<file path="src/rtl/cpu_pipe_pkg.sv">
//==============================================================================
// Module  : cpu_pipe_pkg
// Brief   : Shared control-bundle layout and bubble encoding for pipeline stages.
// Rev     : 1.0 - initial release
//==============================================================================
`default_nettype none

package cpu_pipe_pkg;

  localparam int CTRL_W = 8;

  localparam logic [3:0] OPC_NOP = 4'b0100;

  localparam int CTRL_REGWRITE = 0;
  localparam int CTRL_MEMREAD  = 1;
  localparam int CTRL_MEMWRITE = 2;
  localparam int CTRL_MEMTOREG = 3;
  localparam int CTRL_OPC_LSB  = 4;
  // The 8-bit bundle is too narrow for separate branch/halt bits, so they alias
  // the low opcode bits; the NOP opcode leaves both clear.
  localparam int CTRL_BRANCH   = 4;
  localparam int CTRL_HALT     = 5;

  localparam logic [CTRL_W-1:0] BUBBLE_CTRL = CTRL_W'(OPC_NOP) << CTRL_OPC_LSB;

endpackage

`default_nettype wire

</file>
<file path="src/rtl/pipe_entry_reg.sv">
//==============================================================================
// Module  : pipe_entry_reg
// Brief   : One valid+ctrl+data pipeline entry with load/clear and async reset.
// Rev     : 1.0 - initial release
//==============================================================================
`default_nettype none

module pipe_entry_reg #(
  parameter int                CTRL_W   = 8,
  parameter int                DATA_W   = 64,
  parameter logic [CTRL_W-1:0] RST_CTRL = '0
) (
  input  logic              clk,
  input  logic              rst,
  input  logic              i_load,
  input  logic              i_clear,
  input  logic              i_valid,
  input  logic [CTRL_W-1:0] i_ctrl,
  input  logic [DATA_W-1:0] i_data,
  output logic              o_valid,
  output logic [CTRL_W-1:0] o_ctrl,
  output logic [DATA_W-1:0] o_data
);

  logic              r_valid;
  logic [CTRL_W-1:0] r_ctrl;
  logic [DATA_W-1:0] r_data;

  // Clear leaves data untouched: it is unobservable once valid drops.
  always_ff @(posedge clk or posedge rst) begin
    if (rst) begin
      r_valid <= 1'b0;
      r_ctrl  <= RST_CTRL;
      r_data  <= '0;
    end else if (i_clear) begin
      r_valid <= 1'b0;
      r_ctrl  <= RST_CTRL;
    end else if (i_load) begin
      r_valid <= i_valid;
      r_ctrl  <= i_ctrl;
      r_data  <= i_data;
    end
  end

  assign o_valid = r_valid;
  assign o_ctrl  = r_ctrl;
  assign o_data  = r_data;

endmodule

`default_nettype wire

</file>
<file path="src/rtl/pipe_stage_reg.sv">
//==============================================================================
// Module  : pipe_stage_reg
// Brief   : Parametrised valid/ready pipeline-stage register with optional skid
//           entry, synchronous flush and NOP-bubble control output.
// Rev     : 1.0 - initial release
//==============================================================================
`default_nettype none

module pipe_stage_reg
  import cpu_pipe_pkg::*;
#(
  parameter int                CTRL_W      = cpu_pipe_pkg::CTRL_W,
  parameter int                DATA_W      = 64,
  parameter logic [CTRL_W-1:0] BUBBLE_CTRL = CTRL_W'(OPC_NOP) << CTRL_OPC_LSB,
  parameter bit                SKID        = 1'b1
) (
  input  logic              clk,
  input  logic              rst,
  input  logic              in_valid,
  output logic              in_ready,
  input  logic [CTRL_W-1:0] in_ctrl,
  input  logic [DATA_W-1:0] in_data,
  input  logic              flush,
  output logic              out_valid,
  input  logic              out_ready,
  output logic [CTRL_W-1:0] out_ctrl,
  output logic [DATA_W-1:0] out_data,
  output logic [1:0]        occupancy
);

  logic              w_in_fire;
  logic              w_out_fire;
  logic              w_m_load;
  logic              w_m_in_valid;
  logic [CTRL_W-1:0] w_m_in_ctrl;
  logic [DATA_W-1:0] w_m_in_data;
  logic              w_m_valid;
  logic [CTRL_W-1:0] w_m_ctrl;
  logic [DATA_W-1:0] w_m_data;
  logic              w_s_valid;

  assign w_in_fire  = in_valid & in_ready;
  assign w_out_fire = w_m_valid & out_ready;

  pipe_entry_reg #(
    .CTRL_W   (CTRL_W),
    .DATA_W   (DATA_W),
    .RST_CTRL (BUBBLE_CTRL)
  ) u_m (
    .clk     (clk),
    .rst     (rst),
    .i_load  (w_m_load),
    .i_clear (flush),
    .i_valid (w_m_in_valid),
    .i_ctrl  (w_m_in_ctrl),
    .i_data  (w_m_in_data),
    .o_valid (w_m_valid),
    .o_ctrl  (w_m_ctrl),
    .o_data  (w_m_data)
  );

  generate
    if (SKID) begin : g_skid
      logic              w_s_load;
      logic [CTRL_W-1:0] w_s_ctrl;
      logic [DATA_W-1:0] w_s_data;

      // S only fills while M is stalled; it drains whenever M reloads, and
      // in_ready is low while it is full, so input and drain never coincide.
      assign w_m_load     = !w_m_valid | w_out_fire;
      assign w_s_load     = (w_m_load & w_s_valid) | (w_m_valid & !w_out_fire & w_in_fire);
      assign w_m_in_valid = w_s_valid | w_in_fire;
      assign w_m_in_ctrl  = w_s_valid ? w_s_ctrl : in_ctrl;
      assign w_m_in_data  = w_s_valid ? w_s_data : in_data;
      assign in_ready     = !w_s_valid;

      pipe_entry_reg #(
        .CTRL_W   (CTRL_W),
        .DATA_W   (DATA_W),
        .RST_CTRL (BUBBLE_CTRL)
      ) u_s (
        .clk     (clk),
        .rst     (rst),
        .i_load  (w_s_load),
        .i_clear (flush),
        .i_valid (w_in_fire),
        .i_ctrl  (in_ctrl),
        .i_data  (in_data),
        .o_valid (w_s_valid),
        .o_ctrl  (w_s_ctrl),
        .o_data  (w_s_data)
      );
    end else begin : g_noskid
      assign w_m_load     = w_in_fire | w_out_fire;
      assign w_m_in_valid = w_in_fire;
      assign w_m_in_ctrl  = in_ctrl;
      assign w_m_in_data  = in_data;
      assign in_ready     = !w_m_valid | out_ready;
      assign w_s_valid    = 1'b0;
    end
  endgenerate

  assign out_valid = w_m_valid;
  assign out_ctrl  = w_m_valid ? w_m_ctrl : BUBBLE_CTRL;
  assign out_data  = w_m_data;
  assign occupancy = {1'b0, w_m_valid} + {1'b0, w_s_valid};

endmodule

`default_nettype wire

</file>
<file path="config.mk">
export PLATFORM = sky130hd
export DESIGN_NAME = pipe_stage_reg
export DESIGN_NICKNAME = d
export VERILOG_FILES = /design/src/rtl/cpu_pipe_pkg.sv /design/src/rtl/pipe_entry_reg.sv /design/src/rtl/pipe_stage_reg.sv
export SDC_FILE = /design/constraint.sdc
export NUM_CORES = 1
export LEC_CHECK = 0
export CORE_ASPECT_RATIO = 2
export CORE_MARGIN = 1.5
export CORE_UTILIZATION = 30
export DETAILED_ROUTE_END_ITERATION = 8
export GPL_TIMING_DRIVEN = 0
export SLEW_MARGIN = 20
export SYNTH_ARGS = -nofsm -noshare
export SYNTH_HDL_FRONTEND = slang
export SYNTH_SLANG_ARGS = --single-unit
</file>
<file path="constraint.sdc">
create_clock -name clk -period 6.8 [get_ports clk]
set_clock_uncertainty 0.2 [all_clocks]
set_input_delay 1.02 -clock clk [delete_from_list [all_inputs] [get_ports clk]]
set_output_delay 1.02 -clock clk [all_outputs]
set_load 0.03 [all_outputs]
</file>
# After elaboration in Yosys (flattened, before gate mapping)
# Cells that the tools add are included.
# op_classes
addsub,1
mul,0
div_mod_pow,0
magnitude_cmp,0
n_eq_ne,0
shifts,0
mux,11
bitwise_logic,9
reduce_logical,7
# ops
cell,n
$mux 64,1
$mux 8,6
$and 1x1->1,5
$mux 1,4
$reduce_and 2->1,2
$reduce_bool 2->1,2
$logic_not 1->1,3
$or 1x1->1,3
$add 1x1->2,1
$not 1->1,1
# totals
ff_bits,146
latchBits,0
ram_bits,0
rom_bits,0
elab_cells,34
mem_count,0

# Depth between registers and ports, before layout
# Gate-level depths: netlist of the first run.
# depth
ltp_word,7
mapped_depth,6

# Modules after synthesis
# Synthesis of the first run repeated with hierarchy kept, for this count alone.
# unflattened
hier_cells,426
hier_area_um2,7233.2
# modules_own_cells
module,n_inst,cells_each,area_each_um2,seq_area_each_um2
pipe_entry_reg,2,166,3072.9,1828.0
pipe_stage_reg,1,94,1087.3,0.0

# Worst setup path before layout of the first run
# Ideal clock, no wire load.
# synth_timing
kind,input -> register
start,input port out_ready
end,register g_skid.u_s.r_data[1] (netlist: g_skid.u_s.o_data[1])
setup_ns,0.122
arrival_ns,2.042
required_time_ns,6.478
slack_ns,4.436
path_stages,6
n_path_buf,3
path_cell_list,nor2b_4 -> buf_6 -> mux2_1 -> buf_2 -> buf_2 -> a32o_1
# synth_between
elab_chain_cells,6
elab_cells_between_ends,8
classes_between,bitwise (6); reduce/logical (2)
# synth_lines
element,line_no,text
start: declaration,pipe_stage_reg.sv:25,"input logic out_ready,"
$and 1x1->1 *,pipe_stage_reg.sv:43,assign w_out_fire = w_m_valid & out_ready;
$logic_not 1->1,pipe_stage_reg.sv:71,assign w_s_load = (w_m_load & w_s_valid) | (w_m_valid & !w_out_fire & w_in_fire);
$and 1x1->1 (2 in a row),pipe_stage_reg.sv:71,
$or 1x1->1 *,pipe_stage_reg.sv:71,
$reduce_and 2->1 (no source line) *,n/a,
end signal: assignment,pipe_entry_reg.sv:41,r_data <= i_data;
end: declaration,pipe_entry_reg.sv:27,logic [DATA_W-1:0] r_data;
# Every way passes the cells marked *; elsewhere a longest branch is shown, timed or not.
# A chain may end at the register's enable or synchronous reset.

# Worst setup path in the final report of the first run
# layout_timing
start,register u_m.r_valid (netlist: u_m.o_valid)
end,output port occupancy[0]
# layout_between
elab_chain_cells,1
# layout_lines
element,line_no,text
start: declaration,pipe_entry_reg.sv:25,logic r_valid;
start signal: assignment,pipe_entry_reg.sv:39,r_valid <= i_valid;
$add 1x1->2,pipe_stage_reg.sv:106,"assign occupancy = {1'b0, w_m_valid} + {1'b0, w_s_valid};"
end: declaration,pipe_stage_reg.sv:28,output logic [1:0] occupancy
# No other way between the ends.

==> out/metrics.yaml, run 1 <==
status: "finished clean"
vias: 5402
cts_root_buf: "clkbuf_16"
grt_pass1_wl_um: 31400
wl_per_cell_um: 19.3
synth_area_leaders: "dfrtp_1 (53%), mux2i_1 (12%), a32o_1 (9.4%)"
multi_input_area_mm2: 0.00280
dpl.cell_count: 1021
seq_area_frac_synth_pct: 53.9
ios: 153
die_area_mm2: 0.0236
port_buffers: 152
finalNonFillerCells: 1054
totalWireLength_um: 20400
final-seq-area_mm2: 0.00366
worstPathMaxFanout: 11
irDropWorstVdd_mv: 0.150
critical_path_buf_inv_count: 1
cts-hold-fix-buffers: 0
fin_area_mm2: 0.00925
hold_ws_ps: 287
dp_slack_ps: 3450
viasPerCell: 5.13
area_growth_pct: 36.3
clock_latency_ps: 430
crit_type: "reg2out"
synth_cell_types: 26
slew-limit-headroom_pct: 46.9
cp_data_arrival_time_ps: 1920
post_cts_resized: 0
finalSetupViolations: 0
cts_setup_buffers: 0
power_density_mw_per_mm2: 272
slew_violations: 0
cp-start-kind: "flop"
clkSinkCount: 146
ys_warn_count: 0
die_w_um: 109
yosysTopAreaCellShare_pct: 53.1
synth_top_area_cell: "dfrtp_1"
power_uw: 2510
fin_crit_ps: 3140
dp_hpwl_um: 14500
grt_max_degree: 78
overflow: 0
grt_pass1_vias: 5601
crit_slowest_cell: "clkdlybuf4s50_1"
synth-seq-cells: 146
hold_viol: 0
drt_iter0_markers: 260
layout-drive-gt1-share_pct: 8.49
clkSlewWorstSetupHoldPaths_ps: 70
syn_nets: 670
die_y_um: 216
synth_top_family_by_area: "compound AO/OA/AOI/OAI gates"
antenna_found_initial: 1
timing.final.ws_setup_ps: 3660
synth_common_cells: "dfrtp_1 (144), o21ai_0 (128), mux2i_1 (79), nor2b_1 (66), a32o_1 (64)"
ys_dominant_reg_cell: "dfrtp_1"
antenna_left: 0
cp_slowest_stage_delay_ps: 660
synthSimpleGateAreaFrac_pct: 8.83
place_area_mm2: 0.00869
core-area_mm2: 0.0222
synth_xor_area_share_pct: 0
cp.required_ps: 5580
clock_path_buffers: 2
route.detailed.drc: 0
initial_core_util_pct: 30.6
first_pass_iters: 4
syn_area_per_cell_um2: 11.5
async_flop_share_pct: 100
nFillCells: 2188
cts_tree: "built"
worst_pin_slew_ps: 782
cts_buffers: 17
cp_top_family: "buffers and inverters"
post-route-period-util_pct: 46.2
rows: 77
worstPathCellList: "ha_1, clkdlybuf4s50_1"
synth.most_common_cell: "dfrtp_1"
max_cap_violations: 0
synth_edf_count: 0
synth_compound_area_share_pct: 20.0
synthAdderAreaFrac_pct: 0.184
rsz0062_at_grt: "false"
crit_path_end_kind: "output port"
final_nets: 842
track_usage_pct: 17.7
ctsHtreeMaxLevel: 4
fmax_ghz: 0.319
syn_inst: 592
leakagePower_uw: 0.00362
gp_congestion: 0.743
synth_area_mm2: 0.00678
hp-class: "reg2reg"
synth_mux_area_share_pct: 12.2
## layer usage
metal,wire length [um],GRT usage [%]
met1,7750,19.3
met2,11000,31.7
met3,794,3.47
met4,772,8.57
met5,0,0
## final timing paths
check,start,to,slack (ps),cells after the start
hold / removal,u_m.o_ctrl[0],u_m.o_ctrl[0],290,1
min in group asynchronous,rst,g_skid.u_s.o_data[41],830,2
setup / recovery,u_m.o_valid,occupancy[0],3660,2
setup reg to reg,u_m.o_valid,g_skid.u_s.o_data[58],4450,5
max in group asynchronous,rst,g_skid.u_s.o_data[61],4790,3
hold reg to reg,u_m.o_ctrl[0],u_m.o_ctrl[0],290,1
## registers in the layout (all words and copies together), names as in the netlist
name                flops
u_m.o_ctrl              8
u_m.o_data             64
g_skid.u_s.o_valid      1
g_skid.u_s.o_ctrl       8
u_m.o_valid             1
g_skid.u_s.o_data      64
## cell type report
type	instances	share of cell area (%)
Antenna cell	1	0.0271
Clock buffer	20	4.83
Timing Repair Buffer	153	16.8
Buffer	62	3.45
Multi-Input combinational cell	381	30.3
Tap cell	276	3.73
Inverter	3	0.203
Sequential cell	146	39.5
Clock inverter	12	1.20
## where the power goes
| group | internal [uW] | leakage (uW) | switching [uW] |
|---|---|---|---|
| Sequential | 1020 | 0.00183 | 84.1 |
| Clock | 512 | 0.000254 | 387 |
| Combinational | 251 | 0.00154 | 262 |
| Total | 1780 | 0.00362 | 733 |
## logic make-up after synthesis
family / count (synthesis)
AO/OA/AOI/OAI: 201
flip-flops: 146
AND/OR/NAND/NOR: 97
multiplexers: 82
buffers and inverters: 65
adder cells (fa/ha/maj): 1
## metrics by stage
step	setup TNS, ps	utilization [%]
CTS	0	41.7
detailed placement	0	39.2
global placement	-96340	39.0
floorplan	0	-
finish	0	41.7
global route	0	41.7
## placed cells by master (no fill, tap or decap), drive strengths merged, types with 2 or more instances in the layout
cell             n
inv              3
o2bb2ai          7
clkdlybuf4s50  152
clkinvlp         6
dfstp            2
nand2b          14
o21ai          128
a32o            64
buf             30
clkinv           5
clkbuf          53
mux2i           80
mux2             2
and2             7
dfrtp          144
nor2b           67
nor2             4
Note: power is estimated with default switching activity, not from simulation.
==> run 2, diff against run 1 <==
==> constraint.sdc (replaced) <==
create_clock -name clk -period 2.95 [get_ports clk]
set_clock_uncertainty 0.2 [all_clocks]
set_input_delay 0.4425 -clock clk [delete_from_list [all_inputs] [get_ports clk]]
set_output_delay 0.4425 -clock clk [all_outputs]
set_load 0.03 [all_outputs]
==> run 2 against run 1 <==
Compared with the run above:
- sequential share of layout area shrank 0.31 points
- worst setup slack lost 3200 ps
- sequential power grew 130%
- clock-buffer cell count shrank 1
- clock power grew 130%
- global-route usage grew 0.34 points
- highest routed layer unchanged
- wire length grew 0.33%
- worst hold slack lost 110 ps
- combinational power grew 130%
- non-clock buffer count grew 4
- largest cell class unchanged
- critical path depth is the same
==> out/metrics.yaml, run 2 (same netlist as run 1, synthesis figures left out) <==
overflow: 0
port_buffers: 152
cp-start-kind: "flop"
crit_path_end_kind: "output port"
cp_data_arrival_time_ps: 1900
p_clk_share_pct: 35.8
cts-hold-fix-buffers: 0
cts_root_buf: "clkbuf_16"
viasPerCell: 5.13
tns_ps: 0
status: "finished clean"
rsz0062_at_grt: "false"
seq_power_share_pct: 43.6
nFillCells: 2197
power_density_mw_per_mm2: 623
die_w_um: 109
post_cts_resized: 0
fmax_ghz: 0.394
rows: 77
ios: 153
cts_tree: "built"
route.detailed.drc: 0
antenna_found_initial: 0
switching_share_pct: 29.2
cp.required_ps: 2310
core-area_mm2: 0.0222
fin_crit_ps: 2540
finalSetupViolations: 0
gp_congestion: 0.759
timing.final.ws_setup_ps: 412
area_growth_pct: 37.4
layout_common_cells: "clkdlybuf4s50_1 (152), dfrtp_1 (144), o21ai_0 (128)"
hold_viol: 0
comb_power_share_pct: 20.6
post-route-period-util_pct: 86.0
dp_slack_ps: 158
first_pass_iters: 6
final-seq-area_mm2: 0.00366
wl_met1_um: 7890
dr_wl_met2_um: 11000
layout-drive-gt1-share_pct: 9.09
fin_area_mm2: 0.00932
n_antenna_cell: 0
track_usage_pct: 18.0
worstPathMaxFanout: 11
dp_hpwl_um: 14800
slew_violations: 0
leakagePower_uw: 0.00366
grt_max_degree: 32
max_cap_violations: 0
vias: 5423
cts_buffers: 17
antenna_left: 0
switching_power_uw: 1700
power.internal_uw: 4110
place_area_mm2: 0.00876
highest_layer: "met4"
die_y_um: 216
grt_pass1_vias: 5654
final_nets: 846
initial_core_util_pct: 30.6
slew-limit-headroom_pct: 48.0
clkSinkCount: 146
hp-class: "in2async"
irDropWorstVdd_mv: 0.307
ctsHtreeMaxLevel: 4
drt_iter0_markers: 176
clock_path_buffers: 2
cts_setup_buffers: 0
totalWireLength_um: 20400
clkSlewWorstSetupHoldPaths_ps: 70
grt_pass1_wl_um: 32000
crit_type: "reg2out"
worst_pin_slew_ps: 765
die_area_mm2: 0.0236
multi_input_area_mm2: 0.00280
clock_latency_ps: 430
wl_per_cell_um: 19.3
final_common_cell: "clkdlybuf4s50_1"
dr_wl_met3_um: 772
-- run 2: critical path, cell delays in order (launching register included) --
cell and delay, ps:
dfrtp_1 480, ha_1 330, clkdlybuf4s50_1 660
-- run 2: power groups by stage --
| stage | logic, uW | clock network (uW) | registers (uW) |
|---|---|---|---|
| 2_1_floorplan | 493 | 0 | 2740 |
| 3_3_place_gp | 1180 | 0 | 2560 |
| 3_5_place_dp | 1210 | 0 | 2570 |
| 4_1_cts | 1210 | 2120 | 2530 |
| 5_1_grt | 1300 | 2200 | 2570 |
| 6_report | 1200 | 2080 | 2530 |
-- run 2: layer usage --
layer  global-route usage, %  vias up
li1                        -     2518
met1                    20.0     2727
met2                    32.4      141
met3                    3.08       37
met4                    8.48        0
met5                       0        -
-- run 2: path summary, 6_finish.rpt --
check	from	endpoint	slack (ps)	cells after the start
setup / recovery	u_m.o_valid	occupancy[0]	410	2
hold / removal	rst	u_m.o_data[20]	170	2
setup reg to reg	u_m.o_valid	g_skid.u_s.o_data[51]	680	5
hold reg to reg	u_m.o_ctrl[6]	u_m.o_ctrl[6]	280	2
max in group asynchronous	rst	u_m.o_data[5]	1460	5
min in group clk	u_m.o_ctrl[6]	u_m.o_ctrl[6]	280	2
-- run 2: metrics by stage --
stage | total power (uW) | util, % | instances | hold WS [ps]
floorplan | 3230 | - | 592 | 249
global placement | 3730 | 39.1 | 1020 | 263
detailed placement | 3780 | 39.5 | 1025 | 266
CTS | 5870 | 42.1 | 1057 | 174
global route | 6060 | 42.1 | 1057 | 201
finish | 5810 | 42.1 | 1057 | 173
-- run 2: cell type report --
| class | instances | share of cell area, % |
|---|---|---|
| repair buffers | 157 | 17.5 |
| clock inverters | 13 | 1.22 |
| well taps | 276 | 3.71 |
| flip-flops and latches | 146 | 39.2 |
| multi-input cells | 381 | 30.0 |
| plain buffers | 62 | 3.42 |
| inverters | 3 | 0.161 |
| clock buffers | 19 | 4.75 |
==> run 3, diff against run 2 <==
--- a/config.mk
+++ b/config.mk
@@ -5,6 +5,7 @@
 export SDC_FILE = /design/constraint.sdc
 export NUM_CORES = 1
 export LEC_CHECK = 0
+export CAP_MARGIN = 20
 export CORE_ASPECT_RATIO = 2
 export CORE_MARGIN = 1.5
 export CORE_UTILIZATION = 30
==> results of run 3 <==
Final layout, timing and power as in run 2 (identical DEF).
